[src/rtl/ascon_pack.sv]
// Shared Ascon definitions.
//   ROUND_NO     : rounds of the longest permutation (p^a)
//   ROUND_WIDTH  : width of the round index driven to the datapath
//   ascon_ctrl_state_e : control FSM states
//   ascon_ctrl_out_t   : bundle of the controller's datapath/status outputs
package ascon_pack;

  localparam int ROUND_NO    = 12;
  localparam int ROUND_WIDTH = $clog2(ROUND_NO);

  typedef enum logic [2:0] {
    IDLE,
    INIT,
    AD_WAIT,
    AD_RND,
    PT_WAIT,
    PT_RND,
    FINAL,
    DONE
  } ascon_ctrl_state_e;

  typedef struct packed {
    logic                   en_state;
    logic                   sel_ad;
    logic                   sel_state_init;
    logic                   sel_xor_init;
    logic                   sel_xor_ext;
    logic                   sel_xor_dom_sep;
    logic                   sel_xor_fin;
    logic                   sel_xor_tag;
    logic                   ct_valid;
    logic                   tag_valid;
    logic                   busy;
    logic                   done;
    logic [ROUND_WIDTH-1:0] rnd;
  } ascon_ctrl_out_t;

endpackage

[src/rtl/ascon_ctrl.sv]
// Ascon-128 encryption controller. Sequences p^a / p^b rounds and drives the
// select lines of the permutation datapath.
//
// Ports:
//   clk, rst_n                 clock, asynchronous active-low reset
//   start_i, ad_empty_i        start a new encryption (sampled in IDLE/DONE)
//   ad_valid_i/ad_last_i/ad_ready_o   associated-data block stream
//   pt_valid_i/pt_last_i/pt_ready_o   plaintext block stream (pre-padded)
//   en_state_o, sel_*_o        datapath state enable and mux/XOR selects
//   ct_valid_o, tag_valid_o    output qualifiers
//   rnd_o                      round index
//   busy_o, done_o             status
//   state_o                    current FSM state (debug visibility)
//
// Handshake: a block transfers in the cycle where valid and ready are both
// high. ready depends only on state (AD_WAIT / PT_WAIT), never on valid, and
// valid on a stream is ignored in every other state. The transfer cycle is
// itself round 0 of the p^b (or final p^a) permutation, so its selects are
// decoded from the valid input in that same cycle; the start cycle is handled
// the same way as round 0 of the initial p^a. All other outputs come from
// flops whose next value is decoded from the next state and round.
//
// Requires PB_ROUNDS >= 2 and PA_ROUNDS >= PB_ROUNDS.
module ascon_ctrl
  import ascon_pack::*;
#(
  parameter int PA_ROUNDS = 12,
  parameter int PB_ROUNDS = 6
) (
  input  logic                   clk,
  input  logic                   rst_n,
  input  logic                   start_i,
  input  logic                   ad_empty_i,
  input  logic                   ad_valid_i,
  input  logic                   ad_last_i,
  output logic                   ad_ready_o,
  input  logic                   pt_valid_i,
  input  logic                   pt_last_i,
  output logic                   pt_ready_o,
  output logic                   en_state_o,
  output logic                   sel_ad_o,
  output logic                   sel_state_init_o,
  output logic                   sel_xor_init_o,
  output logic                   sel_xor_ext_o,
  output logic                   sel_xor_dom_sep_o,
  output logic                   sel_xor_fin_o,
  output logic                   sel_xor_tag_o,
  output logic                   ct_valid_o,
  output logic                   tag_valid_o,
  output logic [ROUND_WIDTH-1:0] rnd_o,
  output logic                   busy_o,
  output logic                   done_o,
  output ascon_ctrl_state_e      state_o
);

  // p^a runs rounds 0..PA-1, p^b runs the tail PA-PB..PA-1 of the same index.
  localparam logic [ROUND_WIDTH-1:0] RND_LAST = ROUND_WIDTH'(PA_ROUNDS - 1);
  localparam logic [ROUND_WIDTH-1:0] RND_B0   = ROUND_WIDTH'(PA_ROUNDS - PB_ROUNDS);
  localparam logic [ROUND_WIDTH-1:0] RND_ONE  = ROUND_WIDTH'(1);

  ascon_ctrl_state_e      state_q, state_d;
  logic [ROUND_WIDTH-1:0] rnd_q, rnd_d;
  logic                   ad_empty_q, ad_empty_d;
  logic                   ad_last_q, ad_last_d;
  ascon_ctrl_out_t        out_q, out_d, ovl, ovl_gated, out_all;

  // Outputs of a cycle spent inside a permutation or status state; used to
  // precompute the registered outputs from the next state.
  function automatic ascon_ctrl_out_t perm_decode(input ascon_ctrl_state_e st,
                                                  input logic [ROUND_WIDTH-1:0] rnd,
                                                  input logic ad_empty,
                                                  input logic ad_last);
    ascon_ctrl_out_t o;
    o      = '0;
    o.busy = (st != IDLE) && (st != DONE);
    case (st)
      INIT: begin
        o.en_state = 1'b1;
        o.rnd      = rnd;
        if (rnd == RND_LAST) begin
          o.sel_xor_init    = 1'b1;
          o.sel_xor_dom_sep = ad_empty;
        end
      end
      AD_RND: begin
        o.en_state = 1'b1;
        o.rnd      = rnd;
        if (rnd == RND_LAST) o.sel_xor_dom_sep = ad_last;
      end
      PT_RND: begin
        o.en_state = 1'b1;
        o.rnd      = rnd;
      end
      FINAL: begin
        o.en_state = 1'b1;
        o.rnd      = rnd;
        if (rnd == RND_LAST) o.sel_xor_tag = 1'b1;
      end
      DONE: begin
        o.done      = 1'b1;
        o.tag_valid = 1'b1;
      end
      default: ;
    endcase
    return o;
  endfunction

  always_comb begin
    state_d    = state_q;
    rnd_d      = rnd_q;
    ad_empty_d = ad_empty_q;
    ad_last_d  = ad_last_q;
    ad_ready_o = 1'b0;
    pt_ready_o = 1'b0;
    ovl        = '0;
    case (state_q)
      IDLE, DONE: begin
        if (start_i) begin
          ovl.en_state       = 1'b1;
          ovl.sel_state_init = 1'b1;
          ad_empty_d         = ad_empty_i;
          state_d            = INIT;
          rnd_d              = RND_ONE;
        end
      end
      INIT: begin
        if (rnd_q == RND_LAST) begin
          state_d = ad_empty_q ? PT_WAIT : AD_WAIT;
          rnd_d   = '0;
        end else begin
          rnd_d = rnd_q + RND_ONE;
        end
      end
      AD_WAIT: begin
        ad_ready_o = 1'b1;
        if (ad_valid_i) begin
          ovl.en_state    = 1'b1;
          ovl.sel_xor_ext = 1'b1;
          ovl.sel_ad      = 1'b1;
          ovl.rnd         = RND_B0;
          ad_last_d       = ad_last_i;
          state_d         = AD_RND;
          rnd_d           = RND_B0 + RND_ONE;
        end
      end
      AD_RND: begin
        if (rnd_q == RND_LAST) begin
          state_d = ad_last_q ? PT_WAIT : AD_WAIT;
          rnd_d   = '0;
        end else begin
          rnd_d = rnd_q + RND_ONE;
        end
      end
      PT_WAIT: begin
        pt_ready_o = 1'b1;
        if (pt_valid_i) begin
          ovl.en_state    = 1'b1;
          ovl.sel_xor_ext = 1'b1;
          ovl.ct_valid    = 1'b1;
          if (pt_last_i) begin
            // Last block: key XOR before the final p^a, which restarts at 0.
            ovl.sel_xor_fin = 1'b1;
            state_d         = FINAL;
            rnd_d           = RND_ONE;
          end else begin
            ovl.rnd = RND_B0;
            state_d = PT_RND;
            rnd_d   = RND_B0 + RND_ONE;
          end
        end
      end
      PT_RND: begin
        if (rnd_q == RND_LAST) begin
          state_d = PT_WAIT;
          rnd_d   = '0;
        end else begin
          rnd_d = rnd_q + RND_ONE;
        end
      end
      FINAL: begin
        if (rnd_q == RND_LAST) begin
          state_d = DONE;
          rnd_d   = '0;
        end else begin
          rnd_d = rnd_q + RND_ONE;
        end
      end
      default: state_d = IDLE;
    endcase
  end

  assign out_d = perm_decode(state_d, rnd_d, ad_empty_d, ad_last_d);

  always_ff @(posedge clk or negedge rst_n) begin
    if (!rst_n) begin
      state_q    <= IDLE;
      rnd_q      <= '0;
      ad_empty_q <= 1'b0;
      ad_last_q  <= 1'b0;
      out_q      <= '0;
    end else begin
      state_q    <= state_d;
      rnd_q      <= rnd_d;
      ad_empty_q <= ad_empty_d;
      ad_last_q  <= ad_last_d;
      out_q      <= out_d;
    end
  end

  // The start/accept decode is combinational from inputs; mask it while in
  // reset so every output is 0 regardless of what the inputs are doing.
  assign ovl_gated = rst_n ? ovl : '0;
  assign out_all   = out_q | ovl_gated;

  assign en_state_o        = out_all.en_state;
  assign sel_ad_o          = out_all.sel_ad;
  assign sel_state_init_o  = out_all.sel_state_init;
  assign sel_xor_init_o    = out_all.sel_xor_init;
  assign sel_xor_ext_o     = out_all.sel_xor_ext;
  assign sel_xor_dom_sep_o = out_all.sel_xor_dom_sep;
  assign sel_xor_fin_o     = out_all.sel_xor_fin;
  assign sel_xor_tag_o     = out_all.sel_xor_tag;
  assign ct_valid_o        = out_all.ct_valid;
  assign tag_valid_o       = out_all.tag_valid;
  assign rnd_o             = out_all.rnd;
  assign busy_o            = out_all.busy;
  assign done_o            = out_all.done;
  assign state_o           = state_q;

endmodule
[config.mk]
export PLATFORM = sky130hd
export DESIGN_NAME = ascon_ctrl
export DESIGN_NICKNAME = d
export VERILOG_FILES = /design/src/rtl/ascon_pack.sv /design/src/rtl/ascon_ctrl.sv
export SDC_FILE = /design/constraint.sdc
export NUM_CORES = 1
export LEC_CHECK = 0
export CORE_ASPECT_RATIO = 1.5
export CORE_MARGIN = 2
export CORE_UTILIZATION = 48
export CTS_CLUSTER_DIAMETER = 100
export DETAILED_ROUTE_END_ITERATION = 7
export GPL_ROUTABILITY_DRIVEN = 1
export PLACE_DENSITY_LB_ADDON = 0.08
export SLEW_MARGIN = 20
export SYNTH_ARGS = -nofsm -noshare
export SYNTH_HDL_FRONTEND = slang
export SYNTH_SLANG_ARGS = --single-unit
[constraint.sdc]
create_clock -name clk -period 2.1 [get_ports clk]
set_input_delay 0.63 -clock clk [delete_from_list [all_inputs] [get_ports clk]]
set_output_delay 0.63 -clock clk [all_outputs]
set_load 0.05 [all_outputs]
==> results of run 1 <==
## Yosys cell counts, types with 2 or more instances
master	count
sky130_fd_sc_hd__o21ai_0	3
sky130_fd_sc_hd__nor2b_1	6
sky130_fd_sc_hd__o2bb2ai_1	2
sky130_fd_sc_hd__nor2_1	10
sky130_fd_sc_hd__nand2_1	8
sky130_fd_sc_hd__clkbuf_1	2
sky130_fd_sc_hd__inv_1	8
sky130_fd_sc_hd__and3_1	3
sky130_fd_sc_hd__a21boi_0	2
sky130_fd_sc_hd__and2_1	3
sky130_fd_sc_hd__nor4_1	3
sky130_fd_sc_hd__mux2_2	2
sky130_fd_sc_hd__or3_1	2
sky130_fd_sc_hd__nand3_1	3
sky130_fd_sc_hd__dfrtp_1	19
sky130_fd_sc_hd__nand3b_1	2
sky130_fd_sc_hd__a21oi_1	4
sky130_fd_sc_hd__nor3b_1	2
sky130_fd_sc_hd__a21o_1	3
sky130_fd_sc_hd__nor3_1	2
sky130_fd_sc_hd__buf_4	3
sky130_fd_sc_hd__buf_2	2
## cells by family after synthesis
logic type / count (synthesis)
AOI/OAI and AO/OA: 29
DFF: 19
xor gates and xnor gates: 2
buffers and inverters: 16
adders and majority gates: 1
muxes: 3
and+or+nand+nor: 51
## through the flow
stage	utilization, %	setup WS (ps)	std cells
CTS	88.1	-271	211
detailed placement	81.5	-593	200
global placement	81.5	-536	200
floorplan	-	-593	121
## what timing repair did
| item | 4_1_cts |
|---|---|
| resized for setup | 24 |
| setup buffers | 7 |
| pin swaps | 9 |
| endpoints found under the setup margin | 16 |
==> impl_summary.md, run 1 <==
Floorplan
The starting density of the core is 51.2%. Row generation in the floorplan step produced 21 rows. The die span in x is 43.9 um.

During I/O placement, the number of pins put on the boundary was 29. The y dimension of the die is 63.8 um.

Synth
The biggest area contributor in the post-synthesis netlist is sky130_fd_sc_hd__dfrtp_1. The area fraction in compound gates after synthesis is 20.5%. After synthesis, the largest family of logic cells by area is simple AND/OR/NAND/NOR gates. The simple-gate area share of the yosys netlist is 26.0%. Ranked by total cell area, the synthesized netlist is headed by sky130_fd_sc_hd__dfrtp_1 (42%), sky130_fd_sc_hd__nor2_1 (3.3%), sky130_fd_sc_hd__nor2b_1 (3.3%). The number of synthesized register bits is 19. The fraction of post-synthesis cell area in the top cell type by area is 41.6%. The synthesis warning total is 0. Summing the areas of all xor and xnor instances in the mapped netlist gives 1.53% of the synthesized area.

The number of nets in the synthesized netlist is 130. The gate count after technology mapping is 121. The share of the yosys chip area belonging to registers is 41.6%. The area of the mapped netlist is 1140 um2. The portion of synthesized area spent on multiplexers is 2.84%.

Among all flip-flop cells after synthesis, the most frequent one is sky130_fd_sc_hd__dfrtp_1. The async set-or-reset flop fraction in the synthesized netlist is 100%. The number of unique standard cell types used by synthesis is 49. The post-synthesis average cell area is 9.45 um2. The synthesized design contains 0 enable-type register cells. After Yosys synthesis, full adders, half adders and majority gates account for 1.09% of the synthesized area.

Clock network
CTS saw 19 sinks. The master cell of the clock root buffer is sky130_fd_sc_hd__clkbuf_4. The depth of the CTS H-tree is 1. Counting along the longest clock path gives a buffer depth of 2.

The number of hold buffers added after CTS was 0. The number of clock buffers added by TritonCTS is 3.

Placed design
In this run the cell area measured after placement is 1820 um2. In this run the tool buffered the top-level ports with 28 buffer cells. The sum of net half-perimeters after detailed placement is 2680 um. The congestion estimate from routability-driven global placement came to 0.810.

Outcome
The flow did not finish. The tool reported: "[ERROR DPL-0033] detailed placement checks failed during check placement". The failing step is global routing (5_1_grt).

STA
After the last repair the worst path ends at a top-level output. When the last timing repair stopped, the worst path ended at rnd_o[1].

GRT
Entering global routing, the biggest net connects 16 pins. The number of antenna violations at the first check in global routing is 0.
==> run 2: changes to the inputs <==
- CORE_AREA: unset -> 2 2 63 65
- CORE_ASPECT_RATIO: 1.5 -> unset
- CORE_MARGIN: 2 -> unset
- CORE_UTILIZATION: 48 -> unset
- CTS_CLUSTER_DIAMETER: 100 -> unset
- DIE_AREA: unset -> 0 0 65 67
- PLACE_DENSITY_LB_ADDON: 0.08 -> 0.15
==> impl_summary.md, run 2 <==
Outcome
The flow ran to the end, but the final reports show violations. The final reports fail on setup timing.

Synth
The number of unique standard cell types used by synthesis is 49 (unchanged). The largest total area in the synthesized netlist belongs to sky130_fd_sc_hd__dfrtp_1. The net count after synthesis was 130 (unchanged). The post-synthesis average cell area came to 9.45 um2 (unchanged). The cell with the most instances after synthesis is sky130_fd_sc_hd__dfrtp_1. The most used flip-flop cell after synthesis is sky130_fd_sc_hd__dfrtp_1. The async set-or-reset flop fraction in the synthesized netlist came to 100% (unchanged). The fraction of post-synthesis cell area in the top cell type by area is 41.6% (unchanged).

The share of the yosys chip area belonging to registers came to 41.6% (unchanged). The gate count after technology mapping is 121 (unchanged). The count of flip-flops with a built-in enable after synthesis is 0 (unchanged). The number of synthesized register bits was 19 (unchanged). Yosys attributes the largest share of cell area to sky130_fd_sc_hd__dfrtp_1 (42%), sky130_fd_sc_hd__nor2_1 (3.3%), sky130_fd_sc_hd__nor2b_1 (3.3%). Counting instances in the post-synthesis netlist gives the leading cell types as sky130_fd_sc_hd__dfrtp_1 (19), sky130_fd_sc_hd__nor2_1 (10), sky130_fd_sc_hd__inv_1 (8), sky130_fd_sc_hd__nand2_1 (8), sky130_fd_sc_hd__nor2b_1 (6). The area of the mapped netlist is 1140 um2 (unchanged). The synthesis warning total is 0 (unchanged).

Finish
The flip-flop count of the largest register after layout is 10. The layout overhead on the synthesized area is 77.1%. The register with the most flip-flops is out_q. Leaving out fill and tap cells, the most frequent cell in the layout is sky130_fd_sc_hd__buf_4. Leaving out fill and tap cells, the most frequent cells in the layout are sky130_fd_sc_hd__buf_4 (41), sky130_fd_sc_hd__dfrtp_1 (16), sky130_fd_sc_hd__buf_12 (11). The count of placed standard cells in the final layout, fillers left out is 233.

The multi-input combinational cells in the finished layout cover a total of 733 um2. The proportion of layout cells with a drive suffix above 1 is 55.1%. The layout has 322 filler cells. The total inserted antenna cells is 0.

The final-stage net count is 195. Across the whole layout, storage elements account for 479 um2.

Floorplan
The die covers 4360 um2. The die span in x is 65 um (+48%). The core footprint is 3610 um2. The I/O pin count is 29 (unchanged). The starting density of the core is 31.7% (-19 points). The number of cell rows is 22 (+4.8%). The y dimension of the die was 67 um (+5.0%).

Clock network
The depth of the CTS H-tree is 1 (unchanged). The maximum buffer depth of the clock tree is 2 (unchanged). In this run the clock root is driven by a sky130_fd_sc_hd__clkbuf_8. The number of clock sinks was 19 (unchanged).

The number of hold buffers added after CTS is 0 (unchanged). The total CTS buffers came to 3 (unchanged). The later pin in the worst-skew pair is clocked with a latency of 260 ps.

The clock-pin transition on the worst setup and hold timing paths is 70 ps. TritonCTS built the clock tree.

STA
The final hold violation count was 0. Between clock sinks in the finished design, the worst skew comes to 2.09 ps. Of the available clock period, the critical path in the final layout requires 109%. The setup slack after layout is -188 ps. The post-route worst hold slack is 482 ps. The setup-violating endpoint count in the final report is 9. For this run, the top clock speed supported by timing is 437 MHz.

Setup repair after global routing could not meet its margin everywhere. The worst pin sits at a relative slew slack of 73.4%. For the pin with the worst max-slew slack, the measured transition is 400 ps. The final count of pins violating max slew is 0.

Subtracting the final worst setup slack from the clock period gives 2290 ps.

GRT
The first global-routing pass estimated 5480 um of wire. Summed over all layers, the global routing overflow is 0. In the global route stage, overall resource usage came out at 16.8%. The number of antenna violations at the first check in global routing is 0. The via count of the first global-routing pass was 1,172. Entering global routing, the biggest net connects 16 pins.

Power
Cell internal power was estimated by the tool at 1.70 mW. Combinational cells account for 71.5% of the total power. In this run switching power makes up 44.3% of total power. Per report_power, the clock group accounts for 8.5% of the total. The sequential fraction of design power is 20.0%.

The post-route total power is 3.05 mW. In this run the power spent charging and discharging nets is 1.35 mW. The largest voltage drop on the vdd net is 0.000810 V. The leakage power summed over all cells is 0.917 nW. In this run the power density over the cells is 1500 nW/um2.

Detailed routing
The first TritonRoute pass finished after 4 iterations. The per-cell routed wire length is 14.1 um. The overall via count from detail_route is 1,168. The final wirelength is 3300 um.

The detailed router's first-iteration violation count is 39. Once detail routing completed, the nets flagged for antenna violations numbered 0. The average via count per standard cell is 5.01. In the routed design, unresolved DRC markers number 0.

Worst setup path
Data on the critical path arrives at its endpoint at 1660 ps. STA puts the critical path data required time at 1470 ps. The critical path is of the register to primary output type. The kind of launch point of the worst setup path is a register. The top fanout value on the critical path is 3. The type of element capturing the critical path is a primary output.

Hold path
The type of the worst min-delay path is input port to async pin.

Placed design
The count of input and output buffers is 28 (unchanged). The sum of net half-perimeters after detailed placement is 2470 um (-7.8%). The placer's final routability congestion estimate is 0.849 (+4.9%). The instance count after placement with tap cells included was 225 (+13%).

Job
The tool flagged a number of max-cap violations equal to 0.
run 2: cell counts after synthesis:
No cell type changed its count.
run 2: layout make-up:
class,instances,share of cell area (%)
Tap cell,48,2.96
Timing Repair Buffer,67,33.3
Clock buffer,4,2.22
Inverter,9,1.67
Sequential cell,19,23.7
Multi-Input combinational cell,86,36.2
run 2: logic make-up (layout without fill, tap and decap cells):
group                      count (synthesis)  after routing  synth area share [%]
buffers and inverters                     16             80                  6.46
xor gates and xnor gates                   2              2                  1.53
and+or+nand+nor                           51             51                  26.0
AOI/OAI and AO/OA                         29             29                  20.5
DFF                                       19             19                  41.6
muxes                                      3              3                  2.84
adders and majority gates                  1              1                  1.09
run 2: layer usage:
layer / up-vias / global-route usage (%) / routed length, um
met5: - / 0 / 0
met4: 0 / 7.98 / 74
met3: 7 / 2.87 / 144
met2: 33 / 27.8 / 1590
met1: 564 / 21.1 / 1480
li1: 564 / - / -
run 2: power groups by stage:
stage | combinational, mW | clock (mW) | sequential [mW]
after floorplan | 1.03 | 0 | 0.766
after global placement | 2.00 | 0 | 0.601
after detailed placement | 2.02 | 0 | 0.604
after CTS | 2.12 | 0.266 | 0.604
after global routing | 2.33 | 0.283 | 0.632
final | 2.18 | 0.260 | 0.610
run 2: worst paths after layout:
check                      startpoint          to  slack, ps  cells past startpoint
max                        state_o[1]  en_state_o       -190                      6
min                             rst_n   ad_last_q        480                      2
max reg2reg                  rnd_q[1]    out_q[0]         90                      7
min reg2reg                 ad_last_q   ad_last_q        580                      1
max in group asynchronous       rst_n  state_o[0]       1210                      3
min in group clk            ad_last_q   ad_last_q        580                      1
run 2: through the flow:
step                setup TNS, ps  utilization, %  setup slack [ps]  instance area [um2]
floorplan                   -1560               -              -593                 1220
global placement            -6020            51.4              -630                 1850
detailed placement          -6830            51.4              -689                 1850
CTS                         -1130            54.9              -197                 1980
global route                -1820            56.2              -244                 2030
finish                      -1010            56.2              -188                 2030
run 2: what timing repair did:
| action | 4_1_cts | 5_1_grt |
|---|---|---|
| setup endpoints to repair | 15 | 14 |
| pin swaps | 9 | 7 |
| setup buffers | 1 | 3 |
| resized for setup | 30 | 10 |
run 2: worst max-delay path: stages, from the launching register on:
cell                      delay, ps
sky130_fd_sc_hd__dfrtp_2        430
sky130_fd_sc_hd__buf_6          130
sky130_fd_sc_hd__nand3_2         70
sky130_fd_sc_hd__o21ai_4         60
sky130_fd_sc_hd__and3_4         180
sky130_fd_sc_hd__or3_4          360
sky130_fd_sc_hd__buf_8          160
Note: power is estimated with default switching activity, not from simulation.
==> run 3: changes to the inputs <==
- CAP_MARGIN: unset -> 10
==> results of run 3 <==
Same layout as run 2: the final DEF is identical, and so are final timing and power.
